<file path="src/rtl/read_req_arbiter.sv">
// Round-robin scheduler sharing one memory read-address channel; splits requests into bursts
// and pushes one read-info entry per issued burst. Optional build macro: RD_ARB_SPLIT_4K_EN.
module read_req_arbiter #(
  parameter int unsigned NUM_REQ    = 3,
  parameter int unsigned ADDR_W     = 32,
  parameter int unsigned RD_SIZE_W  = 20,
  parameter int unsigned D_TYPE_W   = 2,
  parameter int unsigned PU_ID_W    = 2,
  parameter int unsigned MAX_BURST  = 16,
  parameter int unsigned BEAT_BYTES = 64,
  localparam int unsigned GID_W     = (NUM_REQ > 1) ? $clog2(NUM_REQ) : 1
) (
  input  logic                          clk,
  input  logic                          reset,
  input  logic [NUM_REQ-1:0]            req_valid,
  output logic [NUM_REQ-1:0]            req_ready,
  input  logic [NUM_REQ*ADDR_W-1:0]     req_addr,
  input  logic [NUM_REQ*RD_SIZE_W-1:0]  req_size,
  input  logic [NUM_REQ*PU_ID_W-1:0]    req_pu_id,
  input  logic [NUM_REQ*D_TYPE_W-1:0]   req_d_type,
  output logic                          mem_rd_req,
  input  logic                          mem_rd_ready,
  output logic [ADDR_W-1:0]             mem_rd_addr,
  output logic [7:0]                    mem_rd_len,
  output logic                          rd_req,
  output logic [RD_SIZE_W-1:0]          rd_req_size,
  output logic [PU_ID_W-1:0]            rd_req_pu_id,
  output logic [D_TYPE_W-1:0]           rd_req_d_type,
  input  logic                          read_info_full,
  output logic                          busy,
  output logic [GID_W-1:0]              grant_id
);

  localparam int unsigned LEN_W = $clog2(MAX_BURST) + 1;
  localparam int unsigned BB_SH = $clog2(BEAT_BYTES);

  typedef enum logic [1:0] {S_IDLE, S_CALC, S_REQ} state_t;
  state_t r_state, w_state_nxt;

  logic [GID_W-1:0]     r_rr_ptr, r_grant, w_gnt;
  logic [GID_W:0]       w_idx;
  logic                 w_gnt_vld;
  logic [ADDR_W-1:0]    r_addr, r_mem_addr;
  logic [RD_SIZE_W-1:0] r_remaining;
  logic [PU_ID_W-1:0]   r_pu_id;
  logic [D_TYPE_W-1:0]  r_d_type;
  logic                 r_mem_req;
  logic [7:0]           r_mem_len;
  logic [LEN_W-1:0]     w_len;
  logic                 w_issue, w_hs;
`ifdef RD_ARB_SPLIT_4K_EN
  logic [12:0]          w_room;
`endif

  // Cyclic search for the first valid channel at or after the round-robin pointer.
  always_comb begin
    w_gnt_vld = 1'b0;
    w_gnt     = '0;
    w_idx     = '0;
    for (int unsigned k = 0; k < NUM_REQ; k++) begin
      w_idx = {1'b0, r_rr_ptr} + (GID_W+1)'(k);
      if (w_idx >= (GID_W+1)'(NUM_REQ)) w_idx = w_idx - (GID_W+1)'(NUM_REQ);
      if (!w_gnt_vld && req_valid[w_idx[GID_W-1:0]]) begin
        w_gnt_vld = 1'b1;
        w_gnt     = w_idx[GID_W-1:0];
      end
    end
  end

  always_comb begin
    w_len = LEN_W'(MAX_BURST);
    if (r_remaining < RD_SIZE_W'(MAX_BURST)) w_len = r_remaining[LEN_W-1:0];
`ifdef RD_ARB_SPLIT_4K_EN
    w_room = (13'd4096 - {1'b0, r_addr[11:0]}) >> BB_SH;
    if ({{(13-LEN_W){1'b0}}, w_len} > w_room) w_len = w_room[LEN_W-1:0];
`endif
  end

  assign w_hs = r_mem_req & mem_rd_ready;

  always_comb begin
    w_state_nxt = r_state;
    req_ready   = '0;
    w_issue     = 1'b0;
    case (r_state)
      S_IDLE: if (w_gnt_vld) begin
        req_ready[w_gnt] = 1'b1;
        w_state_nxt      = S_CALC;
      end
      S_CALC: if (r_remaining == '0) begin
        w_state_nxt = S_IDLE;
      end else if (!read_info_full) begin
        w_issue     = 1'b1;
        w_state_nxt = S_REQ;
      end
      S_REQ:   if (w_hs) w_state_nxt = S_CALC;
      default: w_state_nxt = S_IDLE;
    endcase
  end

  always_ff @(posedge clk) begin
    if (reset) r_state <= S_IDLE;
    else       r_state <= w_state_nxt;
  end

  always_ff @(posedge clk) begin
    if (reset) begin
      r_rr_ptr    <= '0;
      r_grant     <= '0;
      r_addr      <= '0;
      r_remaining <= '0;
      r_pu_id     <= '0;
      r_d_type    <= '0;
      r_mem_req   <= 1'b0;
      r_mem_addr  <= '0;
      r_mem_len   <= '0;
    end else begin
      if (r_state == S_IDLE && w_gnt_vld) begin
        r_addr      <= req_addr[w_gnt*ADDR_W +: ADDR_W];
        r_remaining <= req_size[w_gnt*RD_SIZE_W +: RD_SIZE_W];
        r_pu_id     <= req_pu_id[w_gnt*PU_ID_W +: PU_ID_W];
        r_d_type    <= req_d_type[w_gnt*D_TYPE_W +: D_TYPE_W];
        r_grant     <= w_gnt;
        r_rr_ptr    <= (w_gnt == GID_W'(NUM_REQ-1)) ? '0 : w_gnt + 1'b1;
      end
      if (w_issue) begin
        r_mem_req  <= 1'b1;
        r_mem_addr <= r_addr;
        r_mem_len  <= 8'(w_len - 1'b1);
      end
      // r_addr/r_remaining are frozen while in REQ, so w_len still equals the issued length.
      if (w_hs) begin
        r_mem_req   <= 1'b0;
        r_addr      <= r_addr + (ADDR_W'(w_len) << BB_SH);
        r_remaining <= r_remaining - RD_SIZE_W'(w_len);
      end
    end
  end

  assign mem_rd_req    = r_mem_req;
  assign mem_rd_addr   = r_mem_addr;
  assign mem_rd_len    = r_mem_len;
  assign rd_req        = w_hs;
  assign rd_req_size   = RD_SIZE_W'(r_mem_len);
  assign rd_req_pu_id  = r_pu_id;
  assign rd_req_d_type = r_d_type;
  assign busy          = (r_state != S_IDLE);
  assign grant_id      = r_grant;

endmodule

</file>
<file path="config.mk">
export PLATFORM = sky130hd
export DESIGN_NAME = read_req_arbiter
export DESIGN_NICKNAME = d
export VERILOG_FILES = /design/src/rtl/read_req_arbiter.sv
export SDC_FILE = /design/constraint.sdc
export NUM_CORES = 1
export LEC_CHECK = 0
export CORE_MARGIN = 2
export CORE_UTILIZATION = 50
export CTS_CLUSTER_DIAMETER = 150
export DETAILED_ROUTE_END_ITERATION = 12
export DONT_BUFFER_PORTS = 1
export PLACE_DENSITY = 0.68
export REMOVE_ABC_BUFFERS = 1
export SLEW_MARGIN = 20
export SYNTH_ARGS = -nofsm -noshare
export SYNTH_HDL_FRONTEND = slang
export SYNTH_SLANG_ARGS = --single-unit
</file>
<file path="constraint.sdc">
create_clock -name clk -period 3.3 [get_ports clk]
set_input_delay 0.495 -clock clk [delete_from_list [all_inputs] [get_ports clk]]
set_output_delay 0.495 -clock clk [all_outputs]
set_load 0.1 [all_outputs]
</file>
==> results.rst, run 1 <==
.. list-table::
   :header-rows: 1

   * - Metric
     - Value
   * - Status
     - complete, no violations
   * - Slew @ Worst Pin
     - 1.15 ns
   * - Peak supply drop
     - 0.692 mV
   * - Critical R2R Launch
     - r_remaining[16]$_SDFFE_PP0P_
   * - Reg-to-Reg End
     - r_addr[16]$_SDFFE_PP0P_
   * - Mapped Cells
     - 827
   * - Post-Route Setup TNS
     - 0 ns
   * - Signal arrival time at the worst endpoint
     - 2.71 ns
   * - Placed cells
     - 963
   * - Max-slew headroom
     - 0.233
   * - Die Y
     - 117 um
   * - Maximum fanout count along the critical path
     - 7
   * - Vias in the first global route
     - 5814
   * - Root Buffer
     - sky130_fd_sc_hd__clkbuf_16
   * - Number of cells traversed by the worst hold path
     - 1
   * - Final critical path time including I/O delays and setup
     - 3.20 ns
   * - Routed len/inst
     - 19.1 um
   * - Sequential share of the synthesized area
     - 0.319
   * - Initial antenna violation count
     - 0
   * - Path type of the worst min-delay path
     - input pin to flip-flop
   * - Setup repair bufs after CTS
     - 0
   * - Commonest register cell after synthesis
     - sky130_fd_sc_hd__dfxtp_1
   * - Minimum setup slack among reg-to-reg paths
     - 0.17 ns
   * - Post-route clock period utilization
     - 0.970
   * - Max-slew violation total from the final report
     - 0
   * - Source-to-sink clock delay at the later pin of the worst-skew pair
     - 0.36 ns
   * - Maximum frequency from static timing analysis
     - 312 MHz
   * - End of the worst hold path
     - mem_rd_addr[21]$_SDFFE_PP0P_
   * - Nature of the critical path endpoint
     - primary output
   * - Summed instance area of the synthesized netlist
     - 0.00634 sq mm
   * - Library cells used by synthesis
     - 75
   * - Yosys warnings
     - 0
   * - Core region area
     - 0.0125 sq mm
   * - Number of nets in the layout
     - 987
   * - Die Wd
     - 117 um
   * - Final routed wirelength across all metal layers
     - 18700 um
   * - Number of hold buffers added after cts
     - 0
   * - Total number of vias
     - 6098
   * - Setup skew after layout
     - 0.0121 ns
   * - Worst setup SP type
     - flip-flop
   * - Most frequent standard cell in the layout excluding fill and tap cells
     - sky130_fd_sc_hd__nand2_1
   * - Worst setup path class
     - flip-flop to primary output
   * - Clock sinks
     - 101
   * - Clock tree from TritonCTS
     - done
   * - Post-Place Worst Slack
     - -0.120 ns
   * - Leading cell types in the layout, fill and taps excluded
     - 141 x sky130_fd_sc_hd__nand2_1, 95 x sky130_fd_sc_hd__dfxtp_1, 74 x sky130_fd_sc_hd__nor2_1, 71 x sky130_fd_sc_hd__a21oi_1, 34 x sky130_fd_sc_hd__buf_4
   * - Total routing usage reported by global routing
     - 0.271
   * - Number of buffers inserted by port buffering
     - 0
   * - Clock transition at the register clock pins on the worst setup and hold paths after CTS
     - 0.07 ns
   * - Required time of the worst setup path
     - 2.80 ns
   * - Detailed placer's ending HPWL
     - 13400 um
   * - Path depth of the worst reg2reg path
     - 12
   * - Area after DPL
     - 0.00653 sq mm
   * - Grt ovf
     - 0
   * - Final worst setup slack
     - 0.0981 ns
   * - Syn-to-layout area delta
     - 7.95%
   * - First drt pass iteration count
     - 5
   * - Share of post-route cells with drive strength above 1
     - 0.151
   * - Post-route standard cell area excluding fillers
     - 0.00684 sq mm
   * - Average size of a mapped cell
     - 7.66 sq um
   * - Post-Route Hold Slack
     - 0.214 ns
   * - Hold path startpoint
     - reset
   * - Number of synthesized flops with an enable pin
     - 0
   * - # Max-Cap Violations
     - 0
   * - Maximum number of pins on one net before global-route repair
     - 103
   * - Non-filler cells in the finished layout
     - 979
   * - Number of placement rows
     - 41
   * - Power density normalized to cell area
     - 1090 mW/mm^2
   * - Antenna viol nets, final
     - 0
   * - Number of CTS-inserted buffers
     - 9
   * - Wire length of the first global-routing pass
     - 28900 um
   * - Count of H-tree levels built during CTS
     - 3
   * - Number of primary I/O pins
     - 247
   * - Floorplan die area
     - 0.0136 sq mm
   * - Fraction of synthesis flops using an asynchronous set or reset pin
     - 0
   * - Final hold viol count
     - 0
   * - Clock tree buffer depth
     - 2
   * - DRC violation count after routing
     - 0
   * - DRC violation total after the first TritonRoute iteration
     - 323
   * - RSZ-0062 raised after global routing
     - yes
   * - Quantity of gates resized following cts
     - 2
   * - Endpoints failing setup
     - 0
   * - Starting Density
     - 0.506
   * - Average via count per standard cell
     - 6.23
   * - Leakage power total
     - 2.48 nW
   * - Synthesized flop and latch total
     - 101
   * - Critical path startpoint
     - r_rr_ptr[0]$_SDFFE_PP0P_
   * - ANT cells
     - 0
   * - Routability Congestion
     - 0.901
[cell usage after synthesis (all sizes together), types with 8 or more instances]
cell type,number,area [sq um]
or3,8,55.1
inv,12,45.0
nand3,10,50.1
nor2,77,289
nand4,9,62.6
o211ai,8,60.1
mux2,8,90.1
ha,9,113
a211o,17,149
nor3,22,110
a311oi,9,78.8
a31o,12,105
dfxtp,101,2020
a211oi,28,210
a21oi,80,434
mux2i,23,230
clkbuf,36,136
nand2,151,589
xnor2,9,78.8
a31oi,17,113
buf,49,323
o21ai,29,145
[how the worst max path moves through the flow]
stage | end | slack, ns | cells after the start
after detailed placement | r_addr[16]$_SDFFE_PP0P_ | -0.12 | 12
after global placement | r_addr[16]$_SDFFE_PP0P_ | 0.008 | 13
final | req_ready[1] | 0.1 | 6
after floorplan | req_ready[0] | -1.91 | 6
after global routing | req_ready[1] | -0.01 | 6
after CTS | r_addr[16]$_SDFFE_PP0P_ | 0.03 | 12
[cell families after synthesis]
kind of cell	Yosys count	share of synthesized area
adder cells (fa/ha/maj)	10	0.0209
XOR/XNOR	12	0.0166
buffers and inverters	97	0.0795
multiplexers	31	0.0505
other	2	0.00118
AND/OR/NAND/NOR	318	0.234
flip-flops	101	0.319
AO/OA/AOI/OAI	256	0.278
[stage by stage]
step | utilization | total power (W)
6_report | 0.547 | 0.00747
5_1_grt | 0.547 | 0.00795
4_1_cts | 0.544 | 0.00744
3_5_place_dp | 0.521 | 0.00641
3_3_place_gp | 0.521 | 0.00628
2_1_floorplan | - | 0.00518
[report_power, final]
group | internal [W] | leakage, nW | switching [W]
registers | 0.00163 | 0.832 | 0.00112
logic | 0.00144 | 1.52 | 0.00225
clock network | 0.000536 | 0.132 | 0.000487
[layout make-up]
type | instances | area (sq um)
fillers | 1236 | 5670
multi-input cells | 640 | 3910
flip-flops and latches | 101 | 2030
repair buffers | 38 | 353
clock buffers | 10 | 239
well taps | 172 | 215
clock inverters | 6 | 45.0
inverters | 12 | 45.0
[critical path, cell delays in order (launching register included)]
cell and delay (ns):
sky130_fd_sc_hd__dfxtp_1 0.36, sky130_fd_sc_hd__inv_1 0.05, sky130_fd_sc_hd__ha_1 0.39, sky130_fd_sc_hd__nor2b_1 0.20
sky130_fd_sc_hd__o31ai_1 0.11, sky130_fd_sc_hd__or2_2 0.34, sky130_fd_sc_hd__nor2_2 0.90
[routing by layer]
metal  routed length, um  vias to the layer above  share of wire  global-route usage
met1                7760                     2877           0.41               0.338
met5                   0                        -              0                   0
met4                 404                        0          0.022              0.0784
li1                    -                     2922              -                   -
met3                1460                       31          0.078              0.0778
met2                9110                      268           0.49               0.458
[flip-flops by register name, summed over array words and instances (netlist names)]
name / cells
mem_rd_addr: 32
r_remaining: 20
rd_req_pu_id: 2
r_state: 2
r_addr: 32
mem_rd_len: 6
r_rr_ptr: 2
rd_req_d_type: 2
grant_id: 2
mem_rd_req: 1
Power figures use the tool's default switching activity.
==> run 2: changes to the inputs <==
==> constraint.sdc (replaced) <==
create_clock -name clk -period 3.3 [get_ports clk]
set_input_delay 0.99 -clock clk [delete_from_list [all_inputs] [get_ports clk]]
set_output_delay 0.99 -clock clk [all_outputs]
set_load 0.1 [all_outputs]
==> results.rst, run 2 (synthesized netlist as in run 1, its figures left out) <==
.. list-table::
   :header-rows: 1

   * - Metric
     - Value
   * - Required time of the worst setup path
     - 3.60 ns (was 2.80 ns)
   * - Post-Route Hold Slack
     - 0.453 ns (was 0.214 ns)
   * - Area used by multi-input combinational logic
     - 0.00395 sq mm (was 0.00391 sq mm)
   * - Final routed wirelength across all metal layers
     - 19100 um (was 18700 um)
   * - Post-route standard cell area excluding fillers
     - 0.00699 sq mm (was 0.00684 sq mm)
   * - Signal arrival time at the worst endpoint
     - 3.50 ns (was 2.71 ns)
   * - Clock sinks
     - 101 (unchanged)
   * - Clock tree from TritonCTS
     - done (unchanged)
   * - Post-Place Worst Slack
     - -0.104 ns (was -0.120 ns)
   * - Slew @ Worst Pin
     - 1.05 ns (was 1.15 ns)
   * - Layout fillers
     - 1224 (was 1236)
   * - Syn-to-layout area delta
     - 10.3% (was 7.95%)
   * - Area after DPL
     - 0.00656 sq mm (was 0.00653 sq mm)
   * - Max-slew violation total from the final report
     - 0 (unchanged)
   * - DRC violation count after routing
     - 0 (unchanged)
   * - Number of placement rows
     - 41 (unchanged)
   * - Routed len/inst
     - 19.3 um (was 19.1 um)
   * - Path type of the worst min-delay path
     - flip-flop to flip-flop (was input pin to flip-flop)
   * - Total number of vias
     - 6156 (was 6098)
   * - Total routing usage reported by global routing
     - 0.271 (about the same)
   * - # Max-Cap Violations
     - 0 (unchanged)
   * - Final critical path time including I/O delays and setup
     - 3.20 ns (about the same)
   * - Leading cell types in the layout, fill and taps excluded
     - 140 x sky130_fd_sc_hd__nand2_1, 94 x sky130_fd_sc_hd__dfxtp_1, 74 x sky130_fd_sc_hd__nor2_1, 71 x sky130_fd_sc_hd__a21oi_1, 38 x sky130_fd_sc_hd__buf_4 (was 141 x sky130_fd_sc_hd__nand2_1, 95 x sky130_fd_sc_hd__dfxtp_1, 74 x sky130_fd_sc_hd__nor2_1, 71 x sky130_fd_sc_hd__a21oi_1, 34 x sky130_fd_sc_hd__buf_4)
   * - Maximum number of pins on one net before global-route repair
     - 103 (unchanged)
   * - Final worst setup slack
     - 0.0978 ns (was 0.0981 ns)
   * - Post-route clock period utilization
     - 0.970 (about the same)
   * - Maximum fanout count along the critical path
     - 11 (was 7)
   * - Source-to-sink clock delay at the later pin of the worst-skew pair
     - 0.35 ns (was 0.36 ns)
   * - Floorplan die area
     - 0.0136 sq mm (unchanged)
   * - Leakage power total
     - 2.53 nW (was 2.48 nW)
   * - Wire length of the first global-routing pass
     - 28800 um (was 28900 um)
   * - Detailed placer's ending HPWL
     - 13200 um (was 13400 um)
   * - Sequential cell area in the final layout
     - 0.00203 sq mm (about the same)
   * - Post-layout util
     - 0.558 (was 0.547)
   * - Status
     - complete, no violations (unchanged)
   * - Grt ovf
     - 0 (unchanged)
   * - Worst setup path class
     - flip-flop to flip-flop (was flip-flop to primary output)
   * - Routability Congestion
     - 0.943 (was 0.901)
   * - Maximum frequency from static timing analysis
     - 312 MHz (about the same)
   * - Die Y
     - 117 um (unchanged)
   * - Final hold viol count
     - 0 (unchanged)
   * - Number of buffers inserted by port buffering
     - 0 (unchanged)
   * - Most frequent standard cell in the layout excluding fill and tap cells
     - sky130_fd_sc_hd__nand2_1 (unchanged)
   * - Clock transition at the register clock pins on the worst setup and hold paths after CTS
     - 0.07 ns (about the same)
   * - Count of H-tree levels built during CTS
     - 3 (unchanged)
   * - Die Wd
     - 117 um (unchanged)
   * - Vias in the first global route
     - 5646 (was 5814)
   * - Initial antenna violation count
     - 0 (unchanged)
   * - Share of post-route cells with drive strength above 1
     - 0.167 (was 0.151)
   * - Power density normalized to cell area
     - 1100 mW/mm^2 (was 1090 mW/mm^2)
   * - Setup skew after layout
     - 0.0108 ns (was 0.0121 ns)
   * - Worst setup SP type
     - flip-flop (unchanged)
   * - Peak supply drop
     - 0.875 mV (was 0.692 mV)
   * - DRC violation total after the first TritonRoute iteration
     - 426 (was 323)
   * - Antenna viol nets, final
     - 0 (unchanged)
   * - ANT cells
     - 0 (unchanged)
   * - Number of primary I/O pins
     - 247 (unchanged)
   * - Number of CTS-inserted buffers
     - 9 (unchanged)
   * - Max-slew headroom
     - 0.301 (was 0.233)
   * - Nature of the critical path endpoint
     - flip-flop (was primary output)
   * - Number of nets in the layout
     - 994 (was 987)
   * - Core region area
     - 0.0125 sq mm (unchanged)
   * - Clock tree buffer depth
     - 2 (unchanged)
   * - Average via count per standard cell
     - 6.24 (was 6.23)
   * - Overall power consumption
     - 0.00767 W (was 0.00747 W)
   * - RSZ-0062 raised after global routing
     - yes (unchanged)
   * - Root Buffer
     - sky130_fd_sc_hd__clkbuf_16 (unchanged)
   * - Starting Density
     - 0.506 (unchanged)
   * - First drt pass iteration count
     - 5 (unchanged)
   * - Endpoints failing setup
     - 0 (unchanged)
-- run 2: cell types whose count changed in the layout (fill, tap and decap cells not counted), sizes merged --
cell,delta
clkinv,+2
bufinv,+1
inv,-1
clkinvlp,-1
buf,+7
clkbuf,-1
-- run 2: worst paths after layout --
kind,from,end,slack [ns],depth (start not counted)
max,r_remaining[16]$_SDFFE_PP0P_,r_addr[13]$_SDFFE_PP0P_,0.1,12
min reg2reg,r_addr[4]$_SDFFE_PP0P_,r_addr[4]$_SDFFE_PP0P_,0.45,2
min,r_addr[4]$_SDFFE_PP0P_,r_addr[4]$_SDFFE_PP0P_,0.45,2
max reg2reg,r_remaining[16]$_SDFFE_PP0P_,r_addr[13]$_SDFFE_PP0P_,0.1,12
-- run 2: cell type report --
class / count / share of cell area
Multi-Input combinational cell: 640 / 0.566
Clock buffer: 9 / 0.0322
Inverter: 12 / 0.00644
Sequential cell: 101 / 0.291
Tap cell: 172 / 0.0308
Timing Repair Buffer: 45 / 0.0634
Clock inverter: 7 / 0.0107
-- run 2: through the flow --
| stage | setup TNS, ns | instances |
|---|---|---|
| 4_1_cts | -0.0776 | 981 |
| 3_5_place_dp | -0.164 | 963 |
| 6_report | 0 | 986 |
| 5_1_grt | -0.0561 | 986 |
| 2_1_floorplan | -62.25 | 753 |
| 3_3_place_gp | 0 | 963 |
-- run 2: layer usage --
metal	up-vias	global-route usage	share of wire
met1	2913	0.343	0.41
met5	-	0	0
met2	280	0.460	0.49
met3	32	0.0628	0.079
li1	2931	-	-
met4	0	0.0792	0.019
-- run 2: worst max-delay path, cell delays in order, from the launching register on --
cell	delay, ns
sky130_fd_sc_hd__dfxtp_1	0.31
sky130_fd_sc_hd__or3_1	0.39
sky130_fd_sc_hd__or3_4	0.34
sky130_fd_sc_hd__nor2_2	0.18
sky130_fd_sc_hd__buf_4	0.14
sky130_fd_sc_hd__and2_1	0.19
sky130_fd_sc_hd__ha_2	0.25
sky130_fd_sc_hd__o21ai_0	0.12
sky130_fd_sc_hd__o21ai_1	0.27
sky130_fd_sc_hd__o211a_2	0.42
sky130_fd_sc_hd__a211oi_1	0.12
sky130_fd_sc_hd__a311oi_1	0.27
sky130_fd_sc_hd__o21a_1	0.15
-- run 2: what timing repair did --
action | CTS | global route
hold buffers | 0 | 0
buffers inserted | 2 | 5
pin swaps | 1 | 7
setup endpoints to repair | 7 | 24
gates resized for setup | 4 | 18
-- run 2: report_power, final --
part | switching [W] | leakage (nW) | internal (W)
logic | 0.00231 | 1.55 | 0.00152
registers | 0.00113 | 0.832 | 0.00163
clock network | 0.000485 | 0.143 | 0.000592
